### src/rtl/sd_clock_sequencer.sv
// sd_clock_sequencer: sequences SD divider run/reload and the card clock gate so the clock never glitches mid-transfer
module sd_clock_sequencer #(
   parameter int STABLE_CYCLES = 16,
   parameter int GATE_HOLD     = 4,
   parameter int CNT_W         = 8
) (
   input  logic       AXI_CLOCK,
   input  logic       AXI_RST,
   input  logic       int_clk_en,
   input  logic       sd_clk_en,
   input  logic [7:0] freq_sel,
   input  logic       freq_wr,
   input  logic       bus_busy,
   input  logic       divider_stable,
   output logic [7:0] div_value,
   output logic       div_run,
   output logic       sd_clk_gate,
   output logic       int_clk_stable,
   output logic       change_pending,
   output logic       change_done
);
   localparam logic [2:0] S_OFF       = 3'd0;
   localparam logic [2:0] S_WARMUP    = 3'd1;
   localparam logic [2:0] S_GATED     = 3'd2;
   localparam logic [2:0] S_RUN       = 3'd3;
   localparam logic [2:0] S_DRAIN     = 3'd4;
   localparam logic [2:0] S_HOLD_PRE  = 3'd5;
   localparam logic [2:0] S_RELOAD    = 3'd6;
   localparam logic [2:0] S_HOLD_POST = 3'd7;
   localparam logic [CNT_W-1:0] STABLE_LAST = CNT_W'(STABLE_CYCLES - 1);
   localparam logic [CNT_W-1:0] HOLD_LAST   = CNT_W'(GATE_HOLD - 1);
   logic [2:0]       state_q, state_d;
   logic [CNT_W-1:0] cnt_q, cnt_d;
   logic [7:0]       pend_q, pend_d, div_q, div_d;
   logic             run_q, run_d, gate_q, gate_d, stable_q, stable_d;
   logic             chg_q, chg_d, done_q, done_d, reload_q, reload_d;
   always_comb begin
      state_d  = state_q;
      cnt_d    = cnt_q;
      pend_d   = pend_q;
      div_d    = div_q;
      run_d    = run_q;
      gate_d   = gate_q;
      stable_d = stable_q;
      chg_d    = chg_q;
      done_d   = 1'b0;
      reload_d = reload_q;
      if (freq_wr) begin
         pend_d = freq_sel;
         chg_d  = (state_q != S_OFF) | chg_q;
      end
      // Clock-enable removal is immediate: software owns any transfer it cuts.
      if (state_q != S_OFF && !int_clk_en) begin
         state_d  = S_OFF;
         gate_d   = 1'b0;
         run_d    = 1'b0;
         stable_d = 1'b0;
         cnt_d    = '0;
         reload_d = 1'b0;
      end else begin
         case (state_q)
            S_OFF: begin
               run_d  = int_clk_en;
               gate_d = 1'b0;
               if (int_clk_en) begin
                  state_d = S_WARMUP;
                  div_d   = pend_d;
                  cnt_d   = '0;
               end
            end
            S_WARMUP: begin
               run_d = 1'b1;
               if (!divider_stable) cnt_d = '0;
               else if (cnt_q == STABLE_LAST) begin
                  state_d  = S_GATED;
                  stable_d = 1'b1;
                  cnt_d    = '0;
               end else cnt_d = cnt_q + 1'b1;
            end
            S_GATED: begin
               gate_d = 1'b0;
               cnt_d  = '0;
               if (!divider_stable) begin
                  state_d  = S_WARMUP;
                  stable_d = 1'b0;
               end else if (reload_q) state_d = S_HOLD_POST;
               else if (sd_clk_en) begin
                  state_d = chg_q ? S_HOLD_PRE : S_RUN;
                  gate_d  = !chg_q;
               end
            end
            S_RUN: begin
               if (!divider_stable) begin
                  state_d  = S_WARMUP;
                  gate_d   = 1'b0;
                  stable_d = 1'b0;
                  cnt_d    = '0;
               end else if (!sd_clk_en || chg_q) state_d = S_DRAIN;
            end
            S_DRAIN: begin
               if (!bus_busy) begin
                  state_d = chg_q ? S_HOLD_PRE : S_GATED;
                  gate_d  = 1'b0;
                  cnt_d   = '0;
               end
            end
            S_HOLD_PRE: begin
               state_d = (cnt_q == HOLD_LAST) ? S_RELOAD : S_HOLD_PRE;
               cnt_d   = (cnt_q == HOLD_LAST) ? '0 : cnt_q + 1'b1;
            end
            S_RELOAD: begin
               state_d  = S_WARMUP;
               div_d    = pend_q;
               chg_d    = freq_wr;
               run_d    = 1'b0;
               stable_d = 1'b0;
               reload_d = 1'b1;
               cnt_d    = '0;
            end
            default: begin
               if (cnt_q == HOLD_LAST) begin
                  cnt_d    = '0;
                  reload_d = 1'b0;
                  state_d  = (sd_clk_en && !chg_q) ? S_RUN : S_GATED;
                  gate_d   = sd_clk_en && !chg_q;
                  done_d   = sd_clk_en && !chg_q;
               end else cnt_d = cnt_q + 1'b1;
            end
         endcase
      end
   end
   always_ff @(posedge AXI_CLOCK) begin
      if (AXI_RST) begin
         state_q  <= S_OFF;
         cnt_q    <= '0;
         pend_q   <= '0;
         div_q    <= '0;
         run_q    <= 1'b0;
         gate_q   <= 1'b0;
         stable_q <= 1'b0;
         chg_q    <= 1'b0;
         done_q   <= 1'b0;
         reload_q <= 1'b0;
      end else begin
         state_q  <= state_d;
         cnt_q    <= cnt_d;
         pend_q   <= pend_d;
         div_q    <= div_d;
         run_q    <= run_d;
         gate_q   <= gate_d;
         stable_q <= stable_d;
         chg_q    <= chg_d;
         done_q   <= done_d;
         reload_q <= reload_d;
      end
   end
   assign div_value      = div_q;
   assign div_run        = run_q;
   assign sd_clk_gate    = gate_q;
   assign int_clk_stable = stable_q;
   assign change_pending = chg_q;
   assign change_done    = done_q;
endmodule

### config.mk
export PLATFORM = sky130hd
export DESIGN_NAME = sd_clock_sequencer
export DESIGN_NICKNAME = d
export VERILOG_FILES = /design/src/rtl/sd_clock_sequencer.sv
export SDC_FILE = /design/constraint.sdc
export NUM_CORES = 1
export LEC_CHECK = 0
export CORE_MARGIN = 2
export CORE_UTILIZATION = 53
export CTS_CLUSTER_DIAMETER = 50
export DETAILED_ROUTE_END_ITERATION = 7
export PLACE_DENSITY = 0.79
export SYNTH_ARGS = -nofsm -noshare
export SYNTH_HDL_FRONTEND = slang
export SYNTH_SLANG_ARGS = --single-unit
### constraint.sdc
create_clock -name AXI_CLOCK -period 2.5 [get_ports AXI_CLOCK]
set_clock_uncertainty 0.2 [all_clocks]
set_input_delay 0.75 -clock AXI_CLOCK [delete_from_list [all_inputs] [get_ports AXI_CLOCK]]
set_output_delay 0.75 -clock AXI_CLOCK [all_outputs]
set_load 0.03 [all_outputs]
-- After elaboration in Yosys (flattened, before gate mapping)
Index checks and enable logic that the tools add are counted.
- register bits: 33
- input bits: 15
- output and inout bits: 13
- logic and storage cells: 99
- add/sub/neg operators: 1
- equal/unequal tests: 16
- muxes and demuxes: 41
- bitwise logic cells: 5
- reduce and logical (&&, ||, !) cells: 26
- operator list (kind ; number):
    2-to-1 mux 8 bit ; 8
    one-hot mux 8 bit (5 select lines) ; 1
    2-to-1 mux 3 bit ; 12
    one-hot mux 3 bit (7 select lines) ; 1
    one-hot mux 8 bit (2 select lines) ; 1
    2-to-1 mux 1 bit ; 13
    != test 2 bit, second input constant ; 6
    OR reduction 10 bit ; 1
    == test 3 bit, second input constant ; 3
    nonzero test 3 bit ; 3
    adder 8 x 1 -> 8 bit, second input constant ; 1
    == test 8 x 2 -> 1 bit, second input constant ; 1
    == test 8 x 4 -> 1 bit, second input constant ; 1
    AND reduction 4 bit ; 2
    nonzero test 8 bit ; 1
    AND reduction 7 bit ; 1
    == test 3 x 2 -> 1 bit, second input constant ; 2
    one-hot mux 1 bit (3 select lines) ; 2
    AND reduction 3 bit ; 2
    OR reduction 2 bit ; 3
    OR reduction 6 bit ; 1
    one-hot mux 1 bit (5 select lines) ; 1
    nonzero test 5 bit ; 1
    != test 4 bit, second input constant ; 1
    other kinds (13) ; 20

-- Depth between registers and ports, before layout
- depth after elaboration: 5
- depth in mapped cells: 7
- mapped depth without buffers: 5

-- Worst setup path before layout
No wires, ideal clock.
- path type: in2reg
- start: input port divider_stable
- end: register cnt_q[6]
- library setup time: 0.070 ns
- data arrival time: 2.071 ns
- required time: 2.230 ns
- setup slack: 0.159 ns
- stages on the path: 5
- buffers on the path: 1
- path through: and4b_4 > or3_1 > buf_6 > or4_1 > a21oi_1
- longest elaborated chain between the ends: 2
- elaborated cells on any way between the ends: 4
- classes of those cells: 1 x eq/ne; 2 x mux; 1 x reduce/logical
- RTL lines (what ; line ; RTL):
    start: declaration ; 14 ; input logic divider_stable,
    2-to-1 mux 8 bit / != test 2 bit (equally long branches) ; n/a ;
    one-hot mux 8 bit (5 select lines) / AND reduction 3 bit (equally long branches) ; n/a ;
    end signal: assignment ; 146 ; cnt_q <= cnt_d;
    end: declaration ; 33 ; logic [CNT_W-1:0] cnt_q, cnt_d;
Parallel ways exist; a longest one is shown, timed or not.
A chain may end at the register's enable or synchronous reset.

-- Final worst setup path
Same ends and word-level chain as after synthesis.

==> key figures <==
Run status
  – Status: finished clean

Setup path
  – Reg2Reg Launch Point: state_q[0]
  – Slowest cell on crit path: or4_1
  – WP data arrival: 2480 ps
  – CP cell instances: clkdlybuf4s50_1, and4b_4, or3_4, or4_1, a21oi_1
  – Critical path capture point type: flip-flop
  – Critical path type: in -> reg
  – Reg2reg path depth: 7
  – R2r setup slk: 340 ps
  – Worst-path fanout max: 5
  – Worst setup SP type: input pin
  – Crit path from: divider_stable
  – Reg2reg end: state_q[2]
  – WP data required: 2560 ps
  – CP peak stage delay: 510 ps

Power and ir drop
  – Cell Pwr Density: 664.9 nW/µm²
  – Leakage: 0.8833 nW
  – Peak VDD IR: 318.1 µV

Run
  – Max-cap check violation count: 0

Routing
  – Initial drt markers: 146
  – WL final: 3987 µm
  – WL met2: 1917 µm
  – Post-route ant nets: 0
  – Vias per cell: 5.698
  – 1st-pass router iterations: 4
  – M1 WL: 1823 µm
  – Total number of vias: 1658
  – DR WL met3: 195 µm
  – DR WL/cell: 13.70 µm
  – DRC: 0
  – Max Used Layer: met4

Synth
  – Fraction of registers with async set/reset: 0%
  – Post-synthesis sequential area ratio: 37.71%
  – Post-Syn Area: 1752 µm²
  – Post-Syn Nets: 220
  – Main synth FF type: dfxtp_1
  – Synth cell types: 48
  – Gate Count Post-Synth: 204
  – Avg Inst Size Synth: 8.587 µm²
  – FF+latch count, synth: 33
  – EDFF count, synth: 0
  – Yosys warns: 0

Hold path
  – Hold Path Sink: sd_clk_gate
  – Hold_sp: sd_clk_gate
  – Hold Path Stages: 2
  – Hold Crit Class: reg -> reg

Placement
  – Port Buffers: 27
  – Placed wire-length estimate: 2962 µm
  – DP Area: 2172 µm²
  – Final GP Congestion: 0.8822

Timing
  – Slew Limit Fails: 0
  – Final min period: 2424 ps
  – Final Hold Vio Count: 0
  – Fmax: 412.5 MHz
  – Final setup viols: 0
  – Worst slew margin: 62.12%
  – Worst-Margin Slew: 560.6 ps
  – Period Utilization, post-route: 96.96%
  – RSZ-0062 raised after global routing: false

Floorplanning
  – Die width: 61.49 µm
  – Die area: 3781 µm²
  – Die H: 61.49 µm
  – I/O Pins: 28
  – Std cell rows: 20
  – Core box area: 3103 µm²
  – Initial Util: 56.45%

Clock network
  – CTS Buf Count: 5
  – Clk_lat worst skew: 320 ps
  – CTS Root Cell: clkbuf_4
  – Post-CTS setup buffers: 0
  – Clock buffer depth: 2
  – Clk pin slew, worst setup/hold paths: 100 ps
  – Cts hold-fix bufs: 0
  – TritonCTS clock tree: built
  – CTS Sinks: 33
  – CTS HTree Levels: 2
  – Post_cts resized: 0

Global route
  – Vias in the first global route: 1484
  – First-pass GRT wire length: 6651 µm
  – Initial antenna violation count: 0
  – Total Routing Usage GR: 23.52%
  – Largest net degree at the start of global routing: 19
  – GR Overflow Total: 0

Final layout
  – Area added between synthesis and finish: 29.21%
  – Final core occ: 72.94%
  – Final Cell Area: 2263 µm²
  – Number of antenna diodes: 0
  – Layout cells sized above 1: 15.38%
  – Fin nets: 262
Yosys cell counts (3+ instances only):
cell type	n	area share, %
a211oi_1	10	4.3
a21oi_1	8	2.3
clkbuf_1	9	1.9
dfxtp_1	33	38
inv_1	6	1.3
mux2i_1	18	10
nand2_1	9	1.9
nand2b_1	3	1.1
nand3_1	5	1.4
nor2_1	28	6.0
nor2b_1	3	1.1
nor3_1	6	1.7
nor4_1	4	1.4
o21ai_0	7	2.0
o22ai_1	3	1.1
o31ai_1	3	1.3
or3_1	6	2.1
or4_1	3	1.3
flip-flops by register name (all words and copies together) (netlist names):
signal          cells
change_pending      1
sd_clk_gate         1
int_clk_stable      1
pend_q              8
change_done         1
div_value           8
div_run             1
reload_q            1
cnt_q               8
state_q             3
where the power goes:
| part | switching (mW) | leakage, nW | internal [mW] |
|---|---|---|---|
| Clock | 0.173 | 0.0455 | 0.239 |
| Combinational | 0.257 | 0.568 | 0.226 |
| Sequential | 0.0389 | 0.270 | 0.571 |
| Total | 0.469 | 0.883 | 1.04 |
worst max-delay path, delay by kind of cell:
kind	cells	cell delay, ps
and+or+nand+nor	3	1130
AOI/OAI and AO/OA	1	170
buffers and inverters	1	420
logic make-up after synthesis:
logic type | synth area share (%)
and+or+nand+nor | 25.28
AOI/OAI and AO/OA | 19.14
DFF | 37.71
buffers and inverters | 4.857
muxes | 10.29
xor gates and xnor gates | 2.000
adders and majority gates | 0.7142
cell type report:
cell class	instances	area [µm²]
inverters	6	22.52
clock buffers	7	55.05
flip-flops and latches	33	660.6
multi-input cells	152	1012
well taps	44	55.05
fillers	256	839.6
repair buffers	48	427.9
clock inverters	1	30.03
through the flow:
step	power, mW	hold slack [ps]	setup TNS [ps]	std cells	setup WS, ps
finish	1.505	273.5	0	291	76.03
global route	1.590	304.6	0	291	27.14
CTS	1.507	273.7	0	291	39.97
detailed placement	1.096	259.6	-1809	283	-305.6
global placement	1.081	260.4	-1480	283	-233.1
floorplan	0.9263	260.1	0	204	159.3
metal layers:
metal / track usage (%) / up-vias
met1: 30.27 / 770
met3: 5.672 / 7
met5: 0 / -
li1: - / 839
met2: 38.35 / 42
met4: 8.511 / 0
worst max path at each step:
stage	endpoint	slack, ps	cells past startpoint
2_1_floorplan	cnt_q[6]	160	5
3_3_place_gp	cnt_q[6]	-230	5
3_5_place_dp	cnt_q[6]	-310	5
4_1_cts	cnt_q[6]	40	5
5_1_grt	cnt_q[6]	30	5
6_report	cnt_q[6]	80	5
cells in the final DEF, fill, tap and decap left out, types with 2 or more instances in the layout:
cell,count
mux2i_1,18
a21oi_1,8
dfxtp_1,33
buf_4,21
nor3b_1,2
xor2_1,2
o22ai_1,3
nand2b_1,3
or4_1,3
nand2_1,9
clkbuf_4,5
or3_1,5
xnor2_1,2
a211oi_1,10
or2_2,2
o211ai_1,2
o31ai_1,3
clkdlybuf4s50_1,27
nor2_1,28
nor2b_1,3
nor3_1,6
o21ai_0,7
inv_1,6
nor4_1,4
a21o_1,2
nand3b_1,2
and3_1,2
nand3_1,5
Note: power is estimated with default switching activity, not from simulation.
